===== config.mk =====
export PLATFORM = sky130hd
export DESIGN_NAME = coolgirl_irq_timer_flat
export DESIGN_NICKNAME = d
export VERILOG_FILES = /design/src/rtl/coolgirl_irq_timer_pkg.sv /design/src/rtl/coolgirl_irq_timer_if.sv /design/src/rtl/coolgirl_irq_channel.sv /design/src/rtl/coolgirl_irq_timer.sv /design/src/flat_wrapper.sv
export SDC_FILE = /design/constraint.sdc
export NUM_CORES = 1
export LEC_CHECK = 0
export CAP_MARGIN = 20
export CORE_MARGIN = 4
export CORE_UTILIZATION = 65
export CTS_CLUSTER_SIZE = 16
export DETAILED_ROUTE_END_ITERATION = 6
export PLACE_DENSITY = 0.84
export SLEW_MARGIN = 10
export SYNTH_ARGS = -nofsm -noshare
export SYNTH_HDL_FRONTEND = slang
export SYNTH_HIERARCHICAL = 1
export SYNTH_SLANG_ARGS = --single-unit

===== constraint.sdc =====
create_clock -name m2 -period 3.2 [get_ports m2]
set_input_delay 0.32 -clock m2 [delete_from_list [all_inputs] [get_ports m2]]
set_output_delay 0.32 -clock m2 [all_outputs]
set_load 0.02 [all_outputs]

===== src/rtl/coolgirl_irq_timer_pkg.sv =====
// coolgirl_irq_pkg: shared constants for the COOLGIRL multi-channel IRQ timer.
//   - register codes carried on wr_reg
//   - control-register bit positions
//   - scanline prescaler constants (341 PPU dots per line, 3 dots per CPU cycle)
//   - sel_width(): width of a channel-select field, never below one bit
// Optional feature macro: COOLGIRL_IRQ_SCANLINE_PRESCALER_EN (see channel file).
package coolgirl_irq_pkg;

  localparam logic [1:0] REG_RELOAD_LO = 2'd0;
  localparam logic [1:0] REG_RELOAD_HI = 2'd1;
  localparam logic [1:0] REG_CTRL      = 2'd2;
  localparam logic [1:0] REG_ACK       = 2'd3;

  localparam int CTRL_EN    = 0;
  localparam int CTRL_AUTO  = 1;
  localparam int CTRL_SCAN  = 2;
  localparam int CTRL_UP    = 3;
  localparam int CTRL_ACKEN = 4;
  localparam int CTRL_BITS  = 5;

  localparam logic [8:0] PRESC_PERIOD = 9'd341;
  localparam logic [8:0] PRESC_STEP   = 9'd3;

  // Channel-select width: clog2 of the channel count, but at least one bit.
  function automatic int sel_width(input int channels);
    if (channels > 1) begin
      return $clog2(channels);
    end else begin
      return 1;
    end
  endfunction

endpackage


===== src/rtl/coolgirl_irq_timer_if.sv =====
// coolgirl_irq_timer_if: register-bus bundle between the mapper decoder and
// the IRQ timer.
//   wr_en/wr_ch/wr_reg/wr_data : register write (one m2 cycle per CPU write)
//   rd_ch/rd_hi/rd_data        : counter readback (rd_data combinational)
//   pending/irq                : per-channel pending flags and their OR
// master = decoder side, slave = timer side.
interface coolgirl_irq_timer_if
  import coolgirl_irq_pkg::*;
#(
  parameter int CHANNELS = 2
) ();

  localparam int CH_W = sel_width(CHANNELS);

  logic                wr_en;
  logic [CH_W-1:0]     wr_ch;
  logic [1:0]          wr_reg;
  logic [7:0]          wr_data;
  logic [CH_W-1:0]     rd_ch;
  logic                rd_hi;
  logic [7:0]          rd_data;
  logic [CHANNELS-1:0] pending;
  logic                irq;

  modport master (
    output wr_en, wr_ch, wr_reg, wr_data, rd_ch, rd_hi,
    input  rd_data, pending, irq
  );

  modport slave (
    input  wr_en, wr_ch, wr_reg, wr_data, rd_ch, rd_hi,
    output rd_data, pending, irq
  );

endinterface


===== src/rtl/coolgirl_irq_channel.sv =====
// coolgirl_irq_channel: one independent IRQ counter.
//   m2      : CPU M2 clock, all state on the rising edge
//   reset   : asynchronous, active-high
//   wr_en   : write strobe already qualified for this channel
//   wr_reg  : register code (reload lo/hi, control, ack)
//   wr_data : write data
//   count   : current counter value (registered)
//   pending : IRQ pending flag (registered)
// With COOLGIRL_IRQ_SCANLINE_PRESCALER_EN defined, a 9-bit prescaler adds 3
// per cycle and ticks on passing 341 (114/114/113 cycle intervals). Without
// it the SCAN control bit is masked off on write and every cycle is a tick.
module coolgirl_irq_channel
  import coolgirl_irq_pkg::*;
#(
  parameter int WIDTH = 16
) (
  input  logic             m2,
  input  logic             reset,
  input  logic             wr_en,
  input  logic [1:0]       wr_reg,
  input  logic [7:0]       wr_data,
  output logic [WIDTH-1:0] count,
  output logic             pending
);

  localparam logic [WIDTH-1:0] ZERO     = {WIDTH{1'b0}};
  localparam logic [WIDTH-1:0] ALL_ONES = {WIDTH{1'b1}};
  localparam logic [WIDTH-1:0] ONE      = WIDTH'(1'b1);
  localparam logic [WIDTH-1:0] LO_MASK  = WIDTH'(16'h00FF);
`ifdef COOLGIRL_IRQ_SCANLINE_PRESCALER_EN
  localparam logic [CTRL_BITS-1:0] CTRL_WR_MASK = 5'b11111;
`else
  localparam logic [CTRL_BITS-1:0] CTRL_WR_MASK = 5'b11011;
`endif

  logic [WIDTH-1:0]     count_r;
  logic [WIDTH-1:0]     reload_r;
  logic [CTRL_BITS-1:0] ctrl_r;
  logic                 pending_r;

  logic [WIDTH-1:0]     count_nx_s;
  logic [WIDTH-1:0]     reload_nx_s;
  logic [CTRL_BITS-1:0] ctrl_nx_s;
  logic                 pending_nx_s;
  logic                 expire_s;
  logic                 tick_s;

  logic ctrl_wr_s;
  logic ack_wr_s;
  logic rlo_wr_s;
  logic rhi_wr_s;

  assign ctrl_wr_s = wr_en && (wr_reg == REG_CTRL);
  assign ack_wr_s  = wr_en && (wr_reg == REG_ACK);
  assign rlo_wr_s  = wr_en && (wr_reg == REG_RELOAD_LO);
  assign rhi_wr_s  = wr_en && (wr_reg == REG_RELOAD_HI);

`ifdef COOLGIRL_IRQ_SCANLINE_PRESCALER_EN
  logic [8:0] presc_r;
  logic [8:0] presc_nx_s;
  logic [8:0] presc_sum_s;
  logic       wrap_s;

  // Prescaler next state and tick generation; the prescaler only advances
  // while the channel is enabled in scanline mode.
  always_comb begin
    presc_sum_s = presc_r + PRESC_STEP;
    wrap_s      = (presc_sum_s >= PRESC_PERIOD);
    if (ctrl_wr_s) begin
      presc_nx_s = 9'd0;
    end else if (ctrl_r[CTRL_EN] && ctrl_r[CTRL_SCAN]) begin
      presc_nx_s = wrap_s ? (presc_sum_s - PRESC_PERIOD) : presc_sum_s;
    end else begin
      presc_nx_s = presc_r;
    end
    if (ctrl_r[CTRL_SCAN]) begin
      tick_s = wrap_s;
    end else begin
      tick_s = 1'b1;
    end
  end

  // Prescaler register.
  always_ff @(posedge m2 or posedge reset) begin
    if (reset) begin
      presc_r <= 9'd0;
    end else begin
      presc_r <= presc_nx_s;
    end
  end
`else
  // SCAN is masked to 0 on write, so this is a tick on every cycle.
  assign tick_s = ~ctrl_r[CTRL_SCAN];
`endif

  // Counter, reload, control and pending next state. A control write
  // overrides everything on its edge (the coinciding tick is dropped); an
  // expiry beats a simultaneous ack for the pending flag.
  always_comb begin
    count_nx_s   = count_r;
    reload_nx_s  = reload_r;
    ctrl_nx_s    = ctrl_r;
    pending_nx_s = pending_r;
    expire_s     = 1'b0;
    if (ctrl_wr_s) begin
      ctrl_nx_s    = wr_data[CTRL_BITS-1:0] & CTRL_WR_MASK;
      count_nx_s   = reload_r;
      pending_nx_s = 1'b0;
    end else begin
      if (ctrl_r[CTRL_EN] && tick_s) begin
        if (ctrl_r[CTRL_UP]) begin
          if (count_r == ALL_ONES) begin
            expire_s   = 1'b1;
            count_nx_s = ctrl_r[CTRL_AUTO] ? reload_r : ZERO;
          end else begin
            count_nx_s = count_r + ONE;
          end
        end else begin
          if (count_r == ZERO) begin
            expire_s   = 1'b1;
            count_nx_s = ctrl_r[CTRL_AUTO] ? reload_r : ALL_ONES;
          end else begin
            count_nx_s = count_r - ONE;
          end
        end
      end else begin
        count_nx_s = count_r;
      end

      if (expire_s) begin
        pending_nx_s = 1'b1;
      end else if (ack_wr_s) begin
        pending_nx_s = 1'b0;
      end else begin
        pending_nx_s = pending_r;
      end

      // A one-shot expiry disables the channel even if acked on that edge.
      if (expire_s && !ctrl_r[CTRL_AUTO]) begin
        ctrl_nx_s[CTRL_EN] = 1'b0;
      end else if (ack_wr_s) begin
        ctrl_nx_s[CTRL_EN] = ctrl_r[CTRL_ACKEN];
      end else begin
        ctrl_nx_s[CTRL_EN] = ctrl_r[CTRL_EN];
      end

      // Reload writes never touch count; an auto-reload on the same edge
      // uses the old reload value. High-byte writes vanish when WIDTH = 8.
      if (rlo_wr_s) begin
        reload_nx_s = (reload_r & ~LO_MASK) | WIDTH'(wr_data);
      end else if (rhi_wr_s) begin
        reload_nx_s = (reload_r & LO_MASK) | WIDTH'({wr_data, 8'h00});
      end else begin
        reload_nx_s = reload_r;
      end
    end
  end

  // Channel state registers.
  always_ff @(posedge m2 or posedge reset) begin
    if (reset) begin
      count_r   <= ZERO;
      reload_r  <= ZERO;
      ctrl_r    <= 5'b00000;
      pending_r <= 1'b0;
    end else begin
      count_r   <= count_nx_s;
      reload_r  <= reload_nx_s;
      ctrl_r    <= ctrl_nx_s;
      pending_r <= pending_nx_s;
    end
  end

  assign count   = count_r;
  assign pending = pending_r;

endmodule


===== src/rtl/coolgirl_irq_timer.sv =====
// coolgirl_irq_timer: CHANNELS independent CPU-cycle/scanline IRQ counters.
//   m2    : CPU M2 clock
//   reset : asynchronous, active-high
//   bus   : coolgirl_irq_timer_if.slave (write port, readback, pending, irq)
// Holds the write decode, the readback mux and the irq OR; each counter
// lives in coolgirl_irq_channel. The scanline prescaler is built only when
// COOLGIRL_IRQ_SCANLINE_PRESCALER_EN is defined.
module coolgirl_irq_timer
  import coolgirl_irq_pkg::*;
#(
  parameter int CHANNELS = 2,
  parameter int WIDTH    = 16
) (
  input  logic                 m2,
  input  logic                 reset,
  coolgirl_irq_timer_if.slave  bus
);

  localparam int CH_W = sel_width(CHANNELS);

  logic [CHANNELS-1:0] pending_s;
  logic [7:0]          sel_byte_s [CHANNELS];
  logic [7:0]          rd_data_s;

  for (genvar g = 0; g < CHANNELS; g++) begin : g_ch
    logic             ch_wr_s;
    logic [WIDTH-1:0] count_s;
    logic [15:0]      count_ext_s;

    assign ch_wr_s     = bus.wr_en && (bus.wr_ch == CH_W'(g));
    assign count_ext_s = 16'(count_s);
    // Byte this channel offers to the readback OR (zero when not selected).
    assign sel_byte_s[g] = (bus.rd_ch == CH_W'(g))
                         ? (bus.rd_hi ? count_ext_s[15:8] : count_ext_s[7:0])
                         : 8'h00;

    coolgirl_irq_channel #(
      .WIDTH(WIDTH)
    ) u_channel (
      .m2      (m2),
      .reset   (reset),
      .wr_en   (ch_wr_s),
      .wr_reg  (bus.wr_reg),
      .wr_data (bus.wr_data),
      .count   (count_s),
      .pending (pending_s[g])
    );
  end

  // Readback mux: at most one channel offers a non-zero byte.
  always_comb begin
    rd_data_s = 8'h00;
    for (int i = 0; i < CHANNELS; i++) begin
      rd_data_s = rd_data_s | sel_byte_s[i];
    end
  end

  assign bus.rd_data = rd_data_s;
  assign bus.pending = pending_s;
  assign bus.irq     = |pending_s;

endmodule


===== src/flat_wrapper.sv =====
// flat-port wrapper written by rule: the top's interface ports become plain ports
module coolgirl_irq_timer_flat import coolgirl_irq_pkg::*;
#(
  parameter int CHANNELS = 2,
  parameter int WIDTH    = 16
)
  (m2, reset, bus_wr_en, bus_wr_ch, bus_wr_reg, bus_wr_data, bus_rd_ch, bus_rd_hi, bus_rd_data, bus_pending, bus_irq);
  coolgirl_irq_timer_if #(.CHANNELS(CHANNELS)) bus_i ();
  input  logic m2;
  input  logic reset;
  input wire logic [$bits(bus_i.wr_en)-1:0] bus_wr_en;
  input wire logic [$bits(bus_i.wr_ch)-1:0] bus_wr_ch;
  input wire logic [$bits(bus_i.wr_reg)-1:0] bus_wr_reg;
  input wire logic [$bits(bus_i.wr_data)-1:0] bus_wr_data;
  input wire logic [$bits(bus_i.rd_ch)-1:0] bus_rd_ch;
  input wire logic [$bits(bus_i.rd_hi)-1:0] bus_rd_hi;
  output wire logic [$bits(bus_i.rd_data)-1:0] bus_rd_data;
  output wire logic [$bits(bus_i.pending)-1:0] bus_pending;
  output wire logic [$bits(bus_i.irq)-1:0] bus_irq;
  assign bus_i.wr_en = bus_wr_en;
  assign bus_i.wr_ch = bus_wr_ch;
  assign bus_i.wr_reg = bus_wr_reg;
  assign bus_i.wr_data = bus_wr_data;
  assign bus_i.rd_ch = bus_rd_ch;
  assign bus_i.rd_hi = bus_rd_hi;
  assign bus_rd_data = bus_i.rd_data;
  assign bus_pending = bus_i.pending;
  assign bus_irq = bus_i.irq;
  coolgirl_irq_timer #(.CHANNELS(CHANNELS), .WIDTH(WIDTH)) u_core (.m2(m2), .reset(reset), .bus(bus_i));
endmodule

==> results.json <==
{
  "rsz0062_at_grt": "no",
  "drv_slew": 0,
  "pin_count": 27,
  "comb_power_share_pct": 43.2,
  "grt_pass1_wl_um": 30300,
  "crit_type": "flop to flop",
  "grt_antenna_before_repair": 0,
  "synthCells": 662,
  "p_clk_share_pct": 14.4,
  "period_share_pct": 86.0,
  "antenna_left": 0,
  "io_buffers": 26,
  "syn_nets": 684,
  "gr-total-overflow": 0,
  "avgViaCountPerCell": 7.48,
  "cp-end-kind": "flop",
  "fin_skew_ps": 10.2,
  "cts.sinks": 74,
  "crit_fanout": 11,
  "fin_hold_ws_ps": 413,
  "synth_largest_area_cell": "dfrtp_1",
  "finalHoldViolCount": 0,
  "ys_seq_area_share_pct": 32.9,
  "place_congestion": 1.04,
  "dpl.hpwl_um": 13900,
  "cts_inserted_buffers": 9,
  "async_reset_ff_share_pct": 100,
  "drt-total-wl_um": 19200,
  "syn_avg_cell_area_um2": 8.51,
  "core_mm2": 0.00834,
  "num_rows": 33,
  "cts_root_buffer": "clkbuf_8",
  "synth-seq-cells": 74,
  "path_clk_slew_ps": 90,
  "powerDensity_mw_per_mm2": 765,
  "grt_max_degree": 38,
  "n_antenna_cell": 0,
  "power_frac_seq_pct": 42.4,
  "tritoncts": "done",
  "wl_per_cell_um": 24.8,
  "grt_pass1_vias": 5464,
  "track_usage_pct": 38.8,
  "syn2layout_area_growth_pct": 8.02,
  "die_area_mm2": 0.0102,
  "clk_path_buf_depth": 2,
  "multiInputGateArea_mm2": 0.00347,
  "ys.flop_type": "dfrtp_1",
  "synth_area_leaders": "dfrtp_1, mux2_2, nand2_1, a21oi_1, o21ai_0",
  "ff_latch_area_mm2": 0.00185,
  "swShare_pct": 49.0,
  "vias": 5815,
  "clk_latency_ps": 350,
  "min_period_ps": 2750,
  "post_cts_buffers": 0,
  "die_h_um": 101,
  "final_nets": 690,
  "worst_ep_arrival_time_ps": 2960,
  "die_w_um": 101,
  "yosys_warnings": 6,
  "drive_gt1_share_pct": 15.5,
  "drc": 0,
  "fin_tns_setup_ps": 0,
  "synth_edf_count": 0,
  "hold_class": "input port to asynchronous set/reset pin",
  "max_freq_mhz": 364,
  "slew_headroom_pct": 39.5,
  "synth_top_area_share_pct": 32.9,
  "synth_area_mm2": 0.00563,
  "drtIter0Drc": 977,
  "switchingPower_w": 0.00228,
  "finalSetupViolations": 0,
  "crit_required_ps": 3410,
  "n_fill_cell": 610,
  "startpoint_type": "flop",
  "tightest_slew_ps": 900,
  "leakagePower_nw": 2.27,
  "synth_cell_types": 69,
  "p_int_w": 0.00237,
  "drtPass1Iterations": 6,
  "initial_utilization_pct": 67.6,
  "cap_violations": 0,
  "htreeDepth": 3,
  "vdd_drop_max_mv": 0.453,
  "status": "finished clean",
  "cts_resized": 0,
  "hold_buffers": 0
}
==> power by group through the flow <==
stage	Sequential (W)	Combinational (W)	Clock [W]
after floorplan	0.00142	0.00177	0
after global placement	0.00193	0.00185	0
after detailed placement	0.00195	0.00192	0
after CTS	0.00193	0.00193	0.000669
after global routing	0.00202	0.00215	0.000709
final	0.00197	0.00201	0.000670
==> worst paths after layout <==
| path | startpoint | to | slack (ps) | cells past startpoint |
|---|---|---|---|---|
| worst max-delay path | u_core/g_ch[1].u_channel/count[0] | u_core/g_ch[1].u_channel/count[3] | 450 | 8 |
| worst min-delay path | reset | u_core/g_ch[0].u_channel/ctrl_r[0] | 410 | 3 |
| max in group asynchronous | reset | u_core/g_ch[1].u_channel/count[3] | 2430 | 3 |
| min in group m2 | u_core/g_ch[1].u_channel/ctrl_r[4] | u_core/g_ch[1].u_channel/ctrl_r[4] | 520 | 2 |
| worst max register to register | u_core/g_ch[1].u_channel/count[0] | u_core/g_ch[1].u_channel/count[3] | 450 | 8 |
| worst min register to register | u_core/g_ch[1].u_channel/ctrl_r[4] | u_core/g_ch[1].u_channel/ctrl_r[4] | 520 | 2 |
==> layer usage <==
layer,up-vias,wire length [um],track usage [%]
met4,0,753,14.1
met3,105,3350,13.5
met1,2686,7290,56.0
met2,547,7850,54.1
li1,2477,-,-
met5,-,0,0
==> layout make-up <==
type                    count  share of cell area (%)
inverters                  18                    1.11
flip-flops and latches     74                    30.4
clock buffers               9                    2.04
well taps                 105                    2.16
clock inverters             6                   0.699
multi-input cells         520                    56.9
repair buffers             45                    6.62
==> kinds of logic (layout without fill, tap and decap cells) <==
kind of cell | after synthesis | after routing | share of synthesized area [%]
AO/OA/AOI/OAI | 183 | 183 | 20.5
XOR/XNOR | 28 | 28 | 4.35
multiplexers | 38 | 38 | 9.19
AND/OR/NAND/NOR | 265 | 265 | 26.2
adder cells (fa/ha/maj) | 6 | 6 | 1.33
buffers and inverters | 68 | 78 | 5.62
flip-flops | 74 | 74 | 32.9
==> cells in the mapped netlist, types with 5 or more instances <==
| library cell | count |
|---|---|
| buf_2 | 15 |
| nor4_1 | 15 |
| nor3_1 | 14 |
| clkbuf_1 | 27 |
| a31oi_1 | 12 |
| xor2_1 | 12 |
| or3_1 | 10 |
| a221oi_1 | 6 |
| a21oi_1 | 56 |
| and3_1 | 6 |
| o211ai_1 | 14 |
| nor3b_1 | 11 |
| nand2_1 | 75 |
| a211oi_1 | 6 |
| mux4_2 | 8 |
| xnor2_1 | 16 |
| nor2_1 | 49 |
| ha_1 | 6 |
| inv_1 | 18 |
| o22ai_1 | 5 |
| dfrtp_1 | 74 |
| nand3_1 | 28 |
| o21ai_0 | 42 |
| nand4_1 | 13 |
| mux2_2 | 30 |
| nand3b_1 | 8 |
| o221ai_1 | 9 |
==> state kept, by name, summed over array words and instances (netlist names) <==
name,count
u_core/g_ch.u_channel/count,32
u_core/g_ch.u_channel/ctrl_r,8
u_core/g_ch.u_channel/pending,2
u_core/g_ch.u_channel/reload_r,32
==> placed cells by master (no fill, tap or decap), drive strengths merged, types with 20 or more instances in the layout <==
master         instances
a21oi                 56
inv                   20
nor4                  21
clkdlybuf4s50         26
nand2                 76
nor2                  52
mux2                  30
o21ai                 46
dfrtp                 74
nand3                 29
==> critical path, cell delays in order, from the launching register on <==
cell and delay, ps:
dfrtp_1 470, inv_1 170, ha_1 190, nor3b_1 480
nand4_1 550, nor3b_2 310, a21oi_1 60, a221oi_1 240
o21ai_0 130
==> metrics by stage <==
stage | total power (W) | area [um^2] | std cells | setup WS, ps | utilization (%)
floorplan | 0.00319 | 5630 | 662 | 1010 | -
global placement | 0.00377 | 5920 | 762 | 584 | 71.0
detailed placement | 0.00386 | 5920 | 762 | 551 | 71.0
CTS | 0.00453 | 6090 | 777 | 519 | 73.0
global route | 0.00487 | 6090 | 777 | 99.6 | 73.0
finish | 0.00465 | 6090 | 777 | 450 | 73.0
Power figures use the tool's default switching activity.
